===== config.mk =====
export PLATFORM = sky130hd
export DESIGN_NAME = capture_ctrl
export DESIGN_NICKNAME = d
export VERILOG_FILES = /design/src/rtl/capture_ctrl.sv
export SDC_FILE = /design/constraint.sdc
export NUM_CORES = 1
export LEC_CHECK = 0
export BUFFER_PORTS_ARGS = -buffer_cell sky130_fd_sc_hd__clkbuf_2
export CORE_UTILIZATION = 45
export CTS_CLUSTER_DIAMETER = 40
export DETAILED_ROUTE_END_ITERATION = 10
export GPL_ROUTABILITY_DRIVEN = 0
export PLACE_DENSITY = 0.65
export REMOVE_ABC_BUFFERS = 1
export SETUP_SLACK_MARGIN = 0.02
export SLEW_MARGIN = 20
export SYNTH_ARGS = -nofsm -noshare
export SYNTH_HDL_FRONTEND = slang
export SYNTH_SLANG_ARGS = --single-unit

===== constraint.sdc =====
create_clock -name clk -period 2.72 [get_ports clk]
set_input_delay 0.408 -clock clk [delete_from_list [all_inputs] [get_ports clk]]
set_output_delay 0.408 -clock clk [all_outputs]
set_load 0.05 [all_outputs]

===== src/rtl/capture_ctrl.sv =====
// capture_ctrl: trigger combine, circular sample-RAM write control and capture sequencing.
// Build option: define TRIG_FILTER_EN to require trig_cond on two consecutive armed cycles.
module capture_ctrl #(
    parameter int NUM_CH = 5,
    parameter int ADDR_W = 9
) (
    input  logic              clk,
    input  logic              rst_n,
    input  logic              start,
    input  logic              wrt_smpl,
    input  logic [NUM_CH-1:0] ch_trig,
    input  logic              prot_trig,
    input  logic [ADDR_W-1:0] trig_pos,
    input  logic              clr_done,
    output logic              we,
    output logic [ADDR_W-1:0] waddr,
    output logic              armed,
    output logic              triggered,
    output logic              capture_done,
    output logic [ADDR_W-1:0] trig_addr
);

    localparam int DEPTH = 2 ** ADDR_W;
    localparam logic [ADDR_W:0] DEPTH_W = (ADDR_W + 1)'(DEPTH);
    localparam logic [ADDR_W:0] ONE_W = (ADDR_W + 1)'(1);
    localparam logic [ADDR_W-1:0] ONE_A = ADDR_W'(1);

    typedef enum logic [1:0] {
        IDLE,
        CAPTURE,
        DONE
    } state_t;

    state_t            state;
    logic [ADDR_W-1:0] tpos;
    logic [ADDR_W-1:0] post_cnt;
    logic [ADDR_W:0]   pre_cnt;
    logic [ADDR_W:0]   pre_needed;
    logic [ADDR_W:0]   pre_nxt;
    logic [ADDR_W-1:0] waddr_inc;
    logic              in_cap;
    logic              trig_cond;
    logic              done_cond;
    logic              accept;
`ifdef TRIG_FILTER_EN
    logic              trig_q;
`endif

    assign in_cap     = (state == CAPTURE);
    assign trig_cond  = (&ch_trig) & prot_trig;
    assign done_cond  = in_cap & triggered & (post_cnt == tpos);
    assign we         = in_cap & wrt_smpl & ~done_cond;
    assign pre_needed = DEPTH_W - {1'b0, tpos};
    assign pre_nxt    = pre_cnt + ONE_W;
    assign waddr_inc  = we ? (waddr + ONE_A) : waddr;

`ifdef TRIG_FILTER_EN
    assign accept = in_cap & armed & ~triggered & trig_cond & trig_q;
`else
    assign accept = in_cap & armed & ~triggered & trig_cond;
`endif

    // Capture sequencer: arming, trigger acceptance, post-trigger count and done handshake
    always_ff @(posedge clk) begin
        if (!rst_n) begin
            state        <= IDLE;
            tpos         <= '0;
            pre_cnt      <= '0;
            post_cnt     <= '0;
            waddr        <= '0;
            armed        <= 1'b0;
            triggered    <= 1'b0;
            capture_done <= 1'b0;
            trig_addr    <= '0;
`ifdef TRIG_FILTER_EN
            trig_q       <= 1'b0;
`endif
        end else begin
            unique case (state)
                IDLE: begin
                    if (start) begin
                        tpos      <= trig_pos;
                        waddr     <= '0;
                        pre_cnt   <= '0;
                        post_cnt  <= '0;
                        armed     <= 1'b0;
                        triggered <= 1'b0;
`ifdef TRIG_FILTER_EN
                        trig_q    <= 1'b0;
`endif
                        state     <= CAPTURE;
                    end
                end
                CAPTURE: begin
                    if (done_cond) begin
                        state        <= DONE;
                        capture_done <= 1'b1;
                        armed        <= 1'b0;
                    end else begin
                        waddr <= waddr_inc;
                        if (we && !armed) begin
                            pre_cnt <= pre_nxt;
                            if (pre_nxt == pre_needed) begin
                                armed <= 1'b1;
                            end
                        end
                        if (we && triggered) begin
                            post_cnt <= post_cnt + ONE_A;
                        end
`ifdef TRIG_FILTER_EN
                        trig_q <= trig_cond & armed;
`endif
                        if (accept) begin
                            triggered <= 1'b1;
                            trig_addr <= waddr_inc;
                        end
                    end
                end
                DONE: begin
                    if (clr_done) begin
                        capture_done <= 1'b0;
                        triggered    <= 1'b0;
                        state        <= IDLE;
                    end
                end
                default: state <= IDLE;
            endcase
        end
    end

endmodule


==> results of run 1 <==
[power by group]
part	switching [mW]	leakage [nW]	internal, mW
Combinational	0.128	0.745	0.0848
Sequential	0.0226	0.413	0.759
Clock	0.244	0.0513	0.270
Total	0.395	1.21	1.11
[per-stage QoR]
stage                     utilization, %  area [µm²]
after floorplan                        -        2790
after global placement              51.7        3140
after detailed placement            51.7        3140
after CTS                           53.4        3240
after global routing                53.4        3240
final                               53.4        3240
[cells by family after synthesis]
kind of cell             share of synthesized area [%]
AND/OR/NAND/NOR                                   27.3
AO/OA/AOI/OAI                                     16.4
flip-flops                                        35.2
XOR/XNOR                                          13.7
buffers and inverters                             4.66
adder cells (fa/ha/maj)                           1.73
multiplexers                                      1.04
[layer usage]
| metal | vias up | wire length [µm] |
|---|---|---|
| met1 | 1150 | 3360 |
| met5 | - | 0 |
| li1 | 1326 | - |
| met4 | 0 | 27 |
| met3 | 2 | 214 |
| met2 | 35 | 2990 |
[worst max path at each step]
stage               cells past startpoint     start           end  slack, ns
floorplan                               6  state[1]  trig_addr[1]       0.50
detailed placement                      6  state[0]    pre_cnt[2]       0.39
global route                            6  state[0]    pre_cnt[8]       0.11
global placement                        6  state[0]    pre_cnt[2]       0.43
finish                                  6  state[0]    pre_cnt[9]       0.34
CTS                                     6  state[0]    pre_cnt[9]       0.35
[flip-flops by register name (all words and copies together), names as in the netlist]
signal / count
waddr: 9
tpos: 9
capture_done: 1
pre_cnt: 10
armed: 1
triggered: 1
state: 2
trig_addr: 9
post_cnt: 9
[critical path, cell delays in order (launching register included)]
cell and delay [ns]:
dfxtp_1 0.45, and2b_2 0.38, nand3_4 0.15, o31ai_2 0.80, nor2_1 0.23, nand3b_1 0.16
a21oi_1 0.07
[layout make-up]
class | count | area [µm²] | share of cell area (%)
clock buffers | 6 | 72.6 | 2.24
clock inverters | 1 | 30.0 | 0.927
inverters | 8 | 30.0 | 0.927
multi-input cells | 279 | 1750 | 54.0
flip-flops and latches | 51 | 1020 | 31.5
well taps | 75 | 93.8 | 2.90
repair buffers | 46 | 243 | 7.50
[cells in the final DEF (no fill, tap or decap), types with 5 or more instances in the layout]
| cell | count |
|---|---|
| clkbuf_2 | 41 |
| dfxtp_1 | 51 |
| and3_1 | 6 |
| nand3_1 | 13 |
| nand2_1 | 39 |
| nor3_1 | 10 |
| a21oi_1 | 38 |
| a311oi_1 | 5 |
| nor2_1 | 31 |
| xor2_1 | 16 |
| clkbuf_8 | 5 |
| or3_1 | 6 |
| inv_1 | 8 |
| and2_1 | 5 |
| nand4_1 | 13 |
| buf_4 | 5 |
| xnor2_1 | 25 |
| o21ai_0 | 19 |
==> impl_metrics.ini, run 1 <==
[cells_and_area]
drive_gt1_share_pct = 15.9
n_antenna_cell = 0
fill_cells = 581
syn_to_final_growth_pct = 11.7
finalNetCount = 415
layout.cells.non_filler = 466

[sta]
post-route-period-util_pct = 87.3
finalCriticalPeriod_ns = 2.38
finalSetupViolCount = 0
fin_tns_setup_ns = 0
fmaxAchievable_mhz = 421
drv_slew = 0
max_slew.worst_pin.slew_ns = 0.923
hold_viol = 0
fin_ws_ns = 0.345
hold_slack_ns = 0.321
max-slew-margin-rel_pct = 38.1
rsz0062_at_grt = no
fin_worst_skew_ns = 0.00678

[power_and_ir_drop]
power_mw = 1.51
p_leak_nw = 1.21
ir_drop_v = 0.000317
powerDensity_nw_per_um2 = 466

[die]
fp.dieW_um = 82.3
fp-row-count = 28
core_area_um2 = 6060
start_util_pct = 47.8
dieHeight_um = 82.3
die_area_um2 = 6770
ios = 42

[worst_setup_path]
r2r-start = state[0]
startpoint_type = flip-flop
critPathRequiredTime_ns = 2.89
rrSetupSlack_ns = 0.34
worstRegToRegCells = 6
crit_path_max_fanout = 15
worstSetupPathType = reg2reg
cp.arrival_ns = 2.55
cp-end-kind = flip-flop
r2r-end = pre_cnt[9]

[clocking]
cts_root_buf = clkbuf_8
cts_made_buffers = 5
clkTransAtPathRegs_ns = 0.09
cts_max_level = 2
cts_buffer_depth = 2
holdBufCountCts = 0
clock-sinks = 51
cts_tree = done
cts_resized = 0
post_cts_buffers = 0
clk_latency_ns = 0.29

[routing]
drt-total-wl_um = 6590
drc = 0
ant_nets = 0
avgViaCountPerCell = 5.39
first_pass_iters = 4
num_vias = 2513
drt-initial-drc-count = 163
routedWlPerCell_um = 14.1

[yosys]
ys_dominant_reg_cell = dfxtp_1
synth_edf_count = 0
synth_warnings = 0
yosysMostFrequentCell = dfxtp_1
yosys_register_bits = 51
synth_area_leaders = dfxtp_1, xnor2_1, a21oi_1
yosys.area.top_type = dfxtp_1
synth_cell_types = 53
ys_seq_area_share_pct = 35.2
async_flop_share_pct = 0
syn_inst = 359
netlist_area_um2 = 2900
avgSynthCellArea_um2 = 8.08
synth_commonest_cells = dfxtp_1, nand2_1, a21oi_1, nor2_1, xnor2_1
synth_top_area_share_pct = 35.2

[grt]
grt_usage_pct = 20.3
busiest_layer = met2
grt_pass1_vias = 2161
grt_pass1_wl_um = 10600
grt_max_degree = 33
antenna_found_initial = 0
overflow = 0
grtUsageMet1_pct = 30.0
grtUsageMet2_pct = 30.9
gr-usage-met3_pct = 3.52

[place]
pre_cts_slack_ns = 0.386
dp_cells = 459
place_hpwl_um = 4870
io_buffers = 41

[hold_path]
hold_path_end = tpos[5]
min_path_cells = 3
hp-class = in2reg
min_from = trig_pos[5]

[outcome]
status = finished, final reports clean

[run]
drv_cap = 0
Power figures use the tool's default switching activity.
==> run 2, diff against run 1 <==
--- a/config.mk
+++ b/config.mk
@@ -11,6 +11,7 @@
 export DETAILED_ROUTE_END_ITERATION = 10
 export GPL_ROUTABILITY_DRIVEN = 0
 export PLACE_DENSITY = 0.65
+export RECOVER_POWER = 100
 export REMOVE_ABC_BUFFERS = 1
 export SETUP_SLACK_MARGIN = 0.02
 export SLEW_MARGIN = 20
==> constraint.sdc (replaced) <==
create_clock -name clk -period 2.72 [get_ports clk]
set_input_delay 0.136 -clock clk [delete_from_list [all_inputs] [get_ports clk]]
set_output_delay 0.136 -clock clk [all_outputs]
set_load 0.05 [all_outputs]
==> run 2 against run 1 <==
Effect of this change:
- first-iteration DRC count shrank 31%
- sequential share of layout area up 0.47 points
- maximum frequency is 2.8% lower
- total power grew 1.6%
- cell area shrank 1.5%
- register-to-register slack worse by 0.03 ns
- worst hold slack lost 0.29 ns
- core utilization is 0.78 points lower
- largest power group unchanged
==> impl_metrics.ini, run 2 (synthesized netlist as in run 1, its figures left out) <==
[sta]
hold_viol = 0
post-route-period-util_pct = 89.8
drv_slew = 0
fmaxAchievable_mhz = 409
max_slew.worst_pin.slew_ns = 0.961
max-slew-margin-rel_pct = 35.5
fin_tns_setup_ns = 0
fin_ws_ns = 0.277
finalSetupViolCount = 0
finalCriticalPeriod_ns = 2.44
fin_worst_skew_ns = 0.0118
rsz0062_at_grt = no

[die]
start_util_pct = 47.8
dieHeight_um = 82.3
fp.dieW_um = 82.3
ios = 42
fp-row-count = 28
die_area_um2 = 6770
core_area_um2 = 6060

[place]
dp_cells = 458
place_hpwl_um = 4870
io_buffers = 41
pre_cts_slack_ns = 0.348

[routing]
ant_nets = 0
routed-wl-met2_um = 2910
wl_met3_um = 214
drt-initial-drc-count = 113
highest_layer = met4
routedWlPerCell_um = 14.3
met1_length_um = 3440
drc = 0
num_vias = 2595
first_pass_iters = 4
avgViaCountPerCell = 5.57
drt-total-wl_um = 6650

[worst_setup_path]
r2r-start = tpos[2]
critPathRequiredTime_ns = 2.58
rrSetupSlack_ns = 0.31
worstRegToRegCells = 6
crit_path_max_fanout = 15
worstSetupPathType = reg2out
startpoint = tpos[2]
startpoint_type = flip-flop
r2r-end = pre_cnt[9]
endpoint = we
cp.arrival_ns = 2.31
cp-end-kind = output port

[cells_and_area]
finalNetCount = 414
mostFrequentLayoutCells = dfxtp_1, nand2_1, a21oi_1
final_common_cell = dfxtp_1
syn_to_final_growth_pct = 10.1
drive_gt1_share_pct = 9.72
top_register = pre_cnt
n_antenna_cell = 0
fill_cells = 630
layout.cells.non_filler = 466
largest_reg_flops = 10

[clocking]
clkTransAtPathRegs_ns = 0.10
cts_max_level = 2
cts_buffer_depth = 2
clock-sinks = 51
cts_tree = done
holdBufCountCts = 0
clk_latency_ns = 0.31
cts_made_buffers = 5
post_cts_buffers = 0
cts_root_buf = clkbuf_8
cts_resized = 0

[grt]
grt_pass1_wl_um = 10900
grt_max_degree = 33
antenna_found_initial = 0
overflow = 0
grt_usage_pct = 21.0
grt_pass1_vias = 2279

[run]
drv_cap = 0

[power_and_ir_drop]
p_leak_nw = 1.13
ir_drop_v = 0.000312
power_mw = 1.53
powerDensity_nw_per_um2 = 480

[hold_path]
hp-class = in2reg

[outcome]
status = finished, final reports clean
==> run 2: power breakdown <==
group / switching (mW) / total [mW] / internal [mW]
registers: 0.0233 / 0.782 / 0.759
clock network: 0.265 / 0.540 / 0.274
logic: 0.129 / 0.211 / 0.0819
total: 0.417 / 1.53 / 1.12
==> run 2: per-layer routing <==
layer | GRT usage [%] | up-vias
li1 | - | 1329
met1 | 30.6 | 1217
met2 | 31.4 | 38
met3 | 3.41 | 11
met4 | 6.49 | 0
met5 | 0 | -
==> run 2: worst max-delay path, cell delays in order (launching register included) <==
cell and delay (ns):
dfxtp_1 0.47, xnor2_1 0.17, nand4_1 0.29, nor3_4 0.58, nor2_1 0.19, clkbuf_2 0.29
==> run 2: worst min-delay path by stage <==
stage | startpoint | endpoint | slack, ns | depth (start not counted)
after floorplan | clr_done | capture_done | 0.25 | 1
after global placement | trig_pos[1] | tpos[1] | 0.37 | 3
after detailed placement | trig_pos[4] | tpos[4] | 0.37 | 3
after CTS | trig_pos[3] | tpos[3] | 0.03 | 3
after global routing | trig_pos[5] | tpos[5] | 0.03 | 3
final | trig_pos[5] | tpos[5] | 0.03 | 3
==> run 2: stage by stage <==
step / cell area [µm²] / util, % / hold slack (ns)
4_1_cts: 3240 / 53.5 / 0.0292
2_1_floorplan: 2790 / - / 0.254
3_5_place_dp: 3130 / 51.6 / 0.367
3_3_place_gp: 3130 / 51.6 / 0.365
5_1_grt: 3190 / 52.6 / 0.0327
6_report: 3190 / 52.6 / 0.0288
==> run 2: layout make-up <==
type / count / area [µm²] / area share [%]
Clock inverter: 3 / 43.8 / 1.37
Sequential cell: 51 / 1020 / 32.0
Clock buffer: 5 / 68.8 / 2.16
Timing Repair Buffer: 45 / 201 / 6.31
Tap cell: 75 / 93.8 / 2.94
Inverter: 8 / 30.0 / 0.941
Multi-Input combinational cell: 279 / 1730 / 54.3
